File: src/rtl/if_fetch_stage.sv
// if_fetch_stage: MIPS IF stage, owns the PC, drives instruction SRAM, keeps redirects that arrive while stalled (optional IF_INST_HOLD_EN adds a decode-stall instruction hold)
module if_fetch_stage #(
    parameter logic [31:0] RESET_PC = 32'hBFC0_0000,
    parameter int          STALL_W  = 6
) (
    input  logic               clk,
    input  logic               rst,
    input  logic [STALL_W-1:0] stall,
    input  logic [32:0]        br_bus,
`ifdef IF_INST_HOLD_EN
    input  logic [31:0]        inst_sram_rdata,
    output logic               inst_hold_v,
    output logic [31:0]        inst_hold,
`endif
    output logic [32:0]        if_to_id_bus,
    output logic               inst_sram_en,
    output logic [3:0]         inst_sram_wen,
    output logic [31:0]        inst_sram_addr,
    output logic [31:0]        inst_sram_wdata
);
    logic        br_e;
    logic [31:0] br_addr;
    logic [31:0] pc_reg;
    logic [31:0] next_pc;
    logic        ce_reg;
    logic        pend_v;
    logic [31:0] pend_addr;

    assign br_e            = br_bus[32];
    assign br_addr         = br_bus[31:0];
    assign inst_sram_en    = ce_reg;
    assign inst_sram_addr  = pc_reg;
    assign inst_sram_wen   = 4'b0;
    assign inst_sram_wdata = 32'b0;
    assign if_to_id_bus    = {ce_reg, pc_reg};

    // live redirect beats a held one, which beats sequential fetch
    always_comb begin
        next_pc = br_e ? br_addr : pend_v ? pend_addr : pc_reg + 32'd4;
    end

    // PC advances when IF is not stalled; redirects seen during a stall are parked, newest wins
    always_ff @(posedge clk) begin
        if (rst) begin
            pc_reg    <= RESET_PC - 32'd4;
            ce_reg    <= 1'b0;
            pend_v    <= 1'b0;
            pend_addr <= 32'b0;
        end else if (!stall[0]) begin
            pc_reg <= next_pc;
            ce_reg <= 1'b1;
            pend_v <= 1'b0;
        end else if (br_e) begin
            pend_v    <= 1'b1;
            pend_addr <= br_addr;
        end
    end

`ifdef IF_INST_HOLD_EN
    logic id_stall_q;

    // latch SRAM data on the first decode-stall cycle so the word survives until decode resumes
    always_ff @(posedge clk) begin
        if (rst) begin
            id_stall_q  <= 1'b0;
            inst_hold_v <= 1'b0;
            inst_hold   <= 32'b0;
        end else begin
            id_stall_q <= stall[1];
            if (!stall[1]) begin
                inst_hold_v <= 1'b0;
            end else if (!id_stall_q) begin
                inst_hold_v <= 1'b1;
                inst_hold   <= inst_sram_rdata;
            end
        end
    end
`endif
endmodule
File: config.mk
export PLATFORM = sky130hd
export DESIGN_NAME = if_fetch_stage
export DESIGN_NICKNAME = d
export VERILOG_FILES = /design/src/rtl/if_fetch_stage.sv
export SDC_FILE = /design/constraint.sdc
export NUM_CORES = 1
export LEC_CHECK = 0
export CORE_MARGIN = 8
export CORE_UTILIZATION = 60
export DETAILED_ROUTE_END_ITERATION = 16
export DONT_BUFFER_PORTS = 1
export GPL_ROUTABILITY_DRIVEN = 0
export PLACE_DENSITY = 0.85
export SKIP_CTS_REPAIR_TIMING = 1
export SLEW_MARGIN = 10
export SYNTH_ARGS = -nofsm -noshare
export SYNTH_HDL_FRONTEND = slang
export SYNTH_SLANG_ARGS = --single-unit
File: constraint.sdc
create_clock -name clk -period 2.2 [get_ports clk]
set_clock_uncertainty 0.1 [all_clocks]
set_input_delay 0.33 -clock clk [delete_from_list [all_inputs] [get_ports clk]]
set_output_delay 0.33 -clock clk [all_outputs]
set_load 0.02 [all_outputs]
# == Word-level counts from Yosys, hierarchy flattened ==
# Index checks and enable logic that the tools add are counted.
# word_totals
reg_bits,66
word_cells,10
in_bits,41
output_inout_bits,102
# op_classes
muxes,2
add_sub_neg,1
n_reduce_logical,2
bitwise_logic,1
# op_table
operator,n
$mux 32,2
$add 32x3->32 const B,1
$reduce_and 2->1,1
$reduce_or 2->1,1
$not 1->1,1

# == Logic depth before layout (Yosys ltp) ==
# Gate-level depths: netlist of run 1.
# logic_depth
ltp_word,3
ltp_mapped,6
ltp_nobuf,5

# == Least setup slack after synthesis of run 1 ==
# OpenSTA, ideal clock, no wires.
# synth_path
kind,register to register
from,reg pc_reg[2] (netlist: inst_sram_addr[2])
to,reg pc_reg[28] (netlist: inst_sram_addr[28])
t_arrival_ns,1.957
setup_ns,0.086
path_stages_with_launch,6
path_slack_ns,0.056
path_buffers,0
synth_period_minus_slack_ns,2.144
required_time_ns,2.014
cell_sequence,dfxtp_1 ha_1 nand4_1 or4_4 o311a_1 a221oi_2
# synth_via
elab_chain_len,3
# synth_lines
element,line,text
start: declaration,23,logic [31:0] pc_reg;
start signal: assignment,45,pc_reg <= RESET_PC - 32'd4;
start signal: assignment,50,pc_reg <= next_pc;
$add 32x3->32,39,next_pc = br_e ? br_addr : pend_v ? pend_addr : pc_reg + 32'd4;
$mux 32 (2 in a row),39,
# No other way between the ends.
# A chain may end at the register's enable or synchronous reset.

# == Worst setup path in the final report of run 1 ==
# layout_path
from,reg pc_reg[2] (netlist: inst_sram_addr[2])
to,reg pc_reg[16] (netlist: inst_sram_addr[16])
# The elaborated chain is that of the path after synthesis.

==> results.tsv, run 1 <==
stage	metric	value	unit
timing	final-setup-viol-count	0	
detailed_routing	drt_wl_total	11900	um
placed_design	place_area	3930	um^2
placed_design	port_buffers	0	
logic_synthesis	synth_edf_count	0	
finish	fin_cells	599	
logic_synthesis	avgSynthCellArea	7.68	um^2
power_and_ir_drop	p_per_area	794	nW/um^2
timing	fmax	486	MHz
detailed_routing	dr.pass1.iters	5	
global_routing	grt_max_degree	47	
global_routing	grt_pass1_vias	3694	
logic_synthesis	yosysTopAreaCell	dfxtp_1	
timing	fin_crit	2060	ps
detailed_routing	wire_per_inst	19.9	um
power_and_ir_drop	p_leak	0.00167	uW
global_routing	antenna_found_initial	0	
finish	regArea	1320	um^2
floorplanning	die-area	9670	um^2
logic_synthesis	async_flop_share	0	
timing	maxSlewViolCount	0	
logic_synthesis	synthTopCellsByCount	nand2_1, buf_4, dfxtp_1	
finish	synthToLayoutAreaGrowth	2.74	%
detailed_routing	vias	4011	
critical_path	critPathLaunchType	flip-flop	
floorplanning	initial_core_util	0.609	
run_status	status	complete, no violations	
clocking	cts_tree	built	
finish	diodes	0	
floorplanning	core-area	6680	um^2
logic_synthesis	synth-seq-area-share	0.325	
worst_hold_path	min_path_type	input pin to flip-flop	
global_routing	grt_pass1_wl	18700	um
clocking	numCtsBuffers	9	
clocking	htreeDepth	3	
detailed_routing	ant_nets	0	
logic_synthesis	syn_inst	530	
logic_synthesis	synth_top_area_share	0.325	
global_routing	grtUsageTotal	0.236	
clocking	cts-root-buf	clkbuf_8	
floorplanning	ios	143	
critical_path	required	2390	ps
logic_synthesis	ys_ff_latch	66	
logic_synthesis	ys_warn_count	0	
finish	multi_input_area	2150	um^2
detailed_routing	drc	0	
clocking	cts_max_path_buffers	2	
finish	nFillCells	563	
timing	hold_ws	8.38	ps
detailed_routing	viasPerCell	6.70	
logic_synthesis	synth_cell_type_count	59	
finish	drive_gt1_frac	0.139	
timing	timing.setup.tns	0	ps
placed_design	dp.cells	580	
logic_synthesis	syn-cell-area	4070	um^2
clocking	insertion_delay	350	ps
floorplanning	die_h	98.4	um
finish	finalInstanceArea	4180	um^2
timing	rsz0062_at_grt	no	
timing	slew-limit-headroom	0.525	
critical_path	cp-end-kind	flip-flop	
global_routing	grt-ovfl-total	0	
critical_path	crit_arrival	2240	ps
finish	nNetsFinal	557	
timing	tightest_slew	706	ps
logic_synthesis	synth.area.top_cells	dfxtp_1, buf_4, nand2_1	
detailed_routing	first_iter_violations	585	
placed_design	hpwl	8010	um
logic_synthesis	synth_most_common_cell	nand2_1	
timing	fin_crit_sh	0.934	
clocking	clk_pin_slew	70	ps
timing	final-hold-violation-count	0	
clocking	clock-sinks	66	
critical_path	crit_path_max_fanout	5	
floorplanning	rows	30	
critical_path	critPathKind	flip-flop to flip-flop	
job	drv_cap	0	
floorplanning	die_w	98.4	um
power_and_ir_drop	ir_drop	0.458	mV
logic_synthesis	synth_ff_type	dfxtp_1	
-- per-layer routing --
layer,vias up,track usage,wire length (um)
met5,-,0,0
met4,0,0.130,535
met3,63,0.0754,1660
met2,361,0.363,5350
met1,1799,0.284,4400
li1,1788,-,-
-- critical path, stage by stage, from the launching register on --
cell       delay, ps
dfxtp_1          330
ha_1             230
nand4_1          230
buf_4            230
or4_2            540
a21oi_1          170
a2bb2oi_1        150
-- registers in the layout (all words and copies together), names as in the netlist --
signal / cells
inst_sram_addr: 32
inst_sram_en: 1
pend_addr: 32
pend_v: 1
-- path summary, 6_finish.rpt --
path                                   from  cells past startpoint  slack [ps]                               to
max          inst_sram_addr[2]$_SDFFE_PP1N_                      6         140  inst_sram_addr[16]$_SDFFE_PP1N_
min                              br_bus[19]                      2           8       pend_addr[19]$_SDFFE_PP0P_
max reg2reg  inst_sram_addr[2]$_SDFFE_PP1N_                      6         140  inst_sram_addr[16]$_SDFFE_PP1N_
min reg2reg       pend_addr[0]$_SDFFE_PP0P_                      2         350        pend_addr[0]$_SDFFE_PP0P_
-- per-stage QoR --
step                      setup WS [ps]  power [uW]  utilization
after floorplan                    56.4        2140            -
after global placement              171        2190        0.588
after detailed placement            136        2220        0.588
after CTS                           124        3260        0.619
after global routing               46.6        3450        0.626
final                               144        3320        0.626
-- cell families after synthesis --
group,synth area share
flip-flops,0.325
AND/OR/NAND/NOR,0.240
AO/OA/AOI/OAI,0.242
other,0.000922
multiplexers,0.00984
buffers and inverters,0.179
adder cells (fa/ha/maj),0.00307
-- placed cells by master, fill, tap and decap left out, drive strengths merged, types with 4 or more instances in the layout --
cell type | netlist | final
clkbuf | 28 | 13
dfxtp | 66 | 66
nand2b | 5 | 5
mux2i | 4 | 4
nor2b | 4 | 4
or4 | 4 | 4
a211oi | 8 | 8
a21oi | 51 | 51
o21ai | 17 | 17
inv | 18 | 18
buf | 76 | 42
nor3 | 13 | 13
conb | 1 | 36
nor4 | 11 | 11
and4 | 4 | 4
o211ai | 5 | 5
a221o | 8 | 8
o22ai | 5 | 5
nand3b | 6 | 6
nand3 | 15 | 15
nor2 | 19 | 19
a2bb2oi | 10 | 10
a311oi | 8 | 8
nand4 | 11 | 11
o2111ai | 5 | 5
and3 | 4 | 4
a221oi | 10 | 10
nand2 | 85 | 85
-- power by group --
| group | leakage, uW | total, uW | switching (uW) | internal [uW] |
|---|---|---|---|---|
| sequential | 0.000544 | 1360 | 75.1 | 1280 |
| clock | 0.000106 | 1070 | 461 | 609 |
| combinational | 0.00102 | 894 | 622 | 272 |
| total | 0.00167 | 3320 | 1160 | 2160 |
-- area by class of cell --
class / instances / share of cell area
clock buffers: 13 / 0.0404
multi-input cells: 377 / 0.514
flip-flops and latches: 66 / 0.316
repair buffers: 43 / 0.0808
clock inverters: 2 / 0.00838
inverters: 18 / 0.0162
well taps: 80 / 0.0239
(Power assumes the default switching activity.)
==> run 2, diff against run 1 <==
--- a/config.mk
+++ b/config.mk
@@ -10,7 +10,7 @@
 export DETAILED_ROUTE_END_ITERATION = 16
 export DONT_BUFFER_PORTS = 1
 export GPL_ROUTABILITY_DRIVEN = 0
-export PLACE_DENSITY = 0.85
+export PLACE_DENSITY = 0.8
 export SKIP_CTS_REPAIR_TIMING = 1
 export SLEW_MARGIN = 10
 export SYNTH_ARGS = -nofsm -noshare
==> run 2 against run 1 <==
Effect of this change:
- sequential share of layout area is 0.17 points lower
- sequential cell count stayed put
- cell count up 0.17%
- critical path depth unchanged
- routed wire length down 5.7%
- register-to-register slack worse by 50 ps
- non-clock buffer count grew 1
- worst setup slack worse by 54 ps
- core utilization rose by 0.34 points
- die area did not move
- global-route usage down 1.6 points
- critical path type unchanged
- critical endpoint is now inst_sram_addr[21]$_SDFFE_PP1N_
- largest cell class unchanged
==> results.tsv, run 2 (synthesis results as in run 1) <==
stage	metric	value	unit
clocking	numCtsBuffers	9	
clocking	insertion_delay	350	ps
timing	fin_crit_sh	0.959	
critical_path	r2r_slack	90	ps
floorplanning	initial_core_util	0.609	
timing	tightest_slew	710	ps
power_and_ir_drop	ir_drop	0.517	mV
global_routing	antenna_found_initial	0	
floorplanning	core-area	6680	um^2
timing	layout_setup_ws	90.6	ps
clocking	clock-sinks	66	
clocking	clk_pin_slew	70	ps
finish	diodes	0	
detailed_routing	vias	3816	
placed_design	hpwl	8080	um
critical_path	critPathLaunch	inst_sram_addr[2]$_SDFFE_PP1N_	
placed_design	pre_cts_ws	204	ps
critical_path	critPathKind	flip-flop to flip-flop	
global_routing	grt-ovfl-total	0	
run_status	status	complete, no violations	
finish	final_cell_mix	nand2_1, dfxtp_1, a21oi_1	
clocking	htreeDepth	3	
critical_path	cp-end-kind	flip-flop	
timing	rsz0062_at_grt	no	
finish	regArea	1320	um^2
critical_path	reg2reg_from	inst_sram_addr[2]$_SDFFE_PP1N_	
detailed_routing	viasPerCell	6.36	
worst_hold_path	min_path_type	input pin to flip-flop	
floorplanning	die-area	9670	um^2
finish	multi_input_area	2150	um^2
detailed_routing	drc	0	
job	drv_cap	0	
finish	synthToLayoutAreaGrowth	3.29	%
timing	final-hold-violation-count	0	
critical_path	r2r-end	inst_sram_addr[21]$_SDFFE_PP1N_	
timing	timing.setup.tns	0	ps
clocking	cts_tree	built	
timing	final-setup-viol-count	0	
timing	fmax	474	MHz
floorplanning	rows	30	
timing	hold_ws	2.08	ps
floorplanning	die_h	98.4	um
power_and_ir_drop	p_leak	0.00168	uW
power_and_ir_drop	p_per_area	805	nW/um^2
floorplanning	die_w	98.4	um
timing	slew-limit-headroom	0.526	
detailed_routing	wire_per_inst	18.8	um
critical_path	crit_path_max_fanout	11	
power_and_ir_drop	total_power	3380	uW
worst_hold_path	holdPathEnd	inst_sram_addr[3]$_SDFFE_PP1N_	
detailed_routing	dr.pass1.iters	6	
timing	maxSlewViolCount	0	
detailed_routing	drt_wl_total	11300	um
global_routing	grt_max_degree	47	
critical_path	reg2regPathDepth	6	
detailed_routing	ant_nets	0	
worst_hold_path	hp-start	stall[0]	
global_routing	grt_pass1_wl	17400	um
finish	nFillCells	590	
global_routing	grt_pass1_vias	3422	
finish	nNetsFinal	558	
clocking	cts_max_path_buffers	2	
clocking	cts-root-buf	clkbuf_8	
critical_path	crit_arrival	2240	ps
critical_path	critPathLaunchType	flip-flop	
placed_design	port_buffers	0	
detailed_routing	first_iter_violations	461	
global_routing	grtUsageTotal	0.220	
worst_hold_path	hold_depth	1	
timing	fin_crit	2110	ps
finish	drive_gt1_frac	0.138	
finish	mostFrequentLayoutCell	nand2_1	
floorplanning	ios	143	
critical_path	required	2340	ps
==> run 2: cell count changes in the layout (fill, tap and decap cells not counted), sizes merged <==
cell,previous run,this run
buf,42,43
bufinv,1,2
clkinv,1,0
==> run 2: worst max-delay path, cell delays in order, from the launching register on <==
cell and delay (ps):
dfxtp_1 350, buf_4 220, and4_1 270, buf_4 180, and2_1 450, a311oi_1 170
a211oi_1 270
==> run 2: worst max-delay path by stage <==
stage | to | slack (ps) | cells past startpoint
2_1_floorplan | inst_sram_addr[28]$_SDFFE_PP1N_ | 60 | 5
3_3_place_gp | inst_sram_addr[31]$_SDFFE_PP1N_ | 260 | 6
3_5_place_dp | inst_sram_addr[31]$_SDFFE_PP1N_ | 200 | 6
4_1_cts | inst_sram_addr[31]$_SDFFE_PP1N_ | 190 | 6
5_1_grt | inst_sram_addr[31]$_SDFFE_PP1N_ | 50 | 6
6_report | inst_sram_addr[21]$_SDFFE_PP1N_ | 90 | 6
==> run 2: final cells by class <==
type | count | area share
clock inverters | 2 | 0.0143
flip-flops and latches | 66 | 0.314
repair buffers | 44 | 0.0822
multi-input cells | 377 | 0.511
inverters | 18 | 0.0161
well taps | 80 | 0.0238
clock buffers | 13 | 0.0378
==> run 2: report_power, final <==
part / internal, uW / leakage [uW] / switching (uW)
Sequential: 1280 / 0.000544 / 71.9
Clock: 695 / 0.000110 / 456
Combinational: 270 / 0.00103 / 610
Total: 2250 / 0.00168 / 1140
==> run 2: per-stage QoR <==
step,std cells,utilization,area [um^2]
5_1_grt,600,0.629,4200
6_report,600,0.629,4200
4_1_cts,598,0.625,4170
3_3_place_gp,583,0.592,3950
2_1_floorplan,565,-,4200
3_5_place_dp,583,0.592,3950
==> run 2: metal layers <==
metal / GRT usage / wire (um)
met4: 0.0909 / 207
met1: 0.275 / 4620
met3: 0.0761 / 1420
met5: 0 / 0
met2: 0.335 / 5010
==> run 3, diff against run 2 <==
--- a/config.mk
+++ b/config.mk
@@ -12,7 +12,6 @@
 export GPL_ROUTABILITY_DRIVEN = 0
 export PLACE_DENSITY = 0.8
 export SKIP_CTS_REPAIR_TIMING = 1
-export SLEW_MARGIN = 10
 export SYNTH_ARGS = -nofsm -noshare
 export SYNTH_HDL_FRONTEND = slang
 export SYNTH_SLANG_ARGS = --single-unit
==> results of run 3 <==
The final DEF is identical to that of run 2; final timing and power are the same.
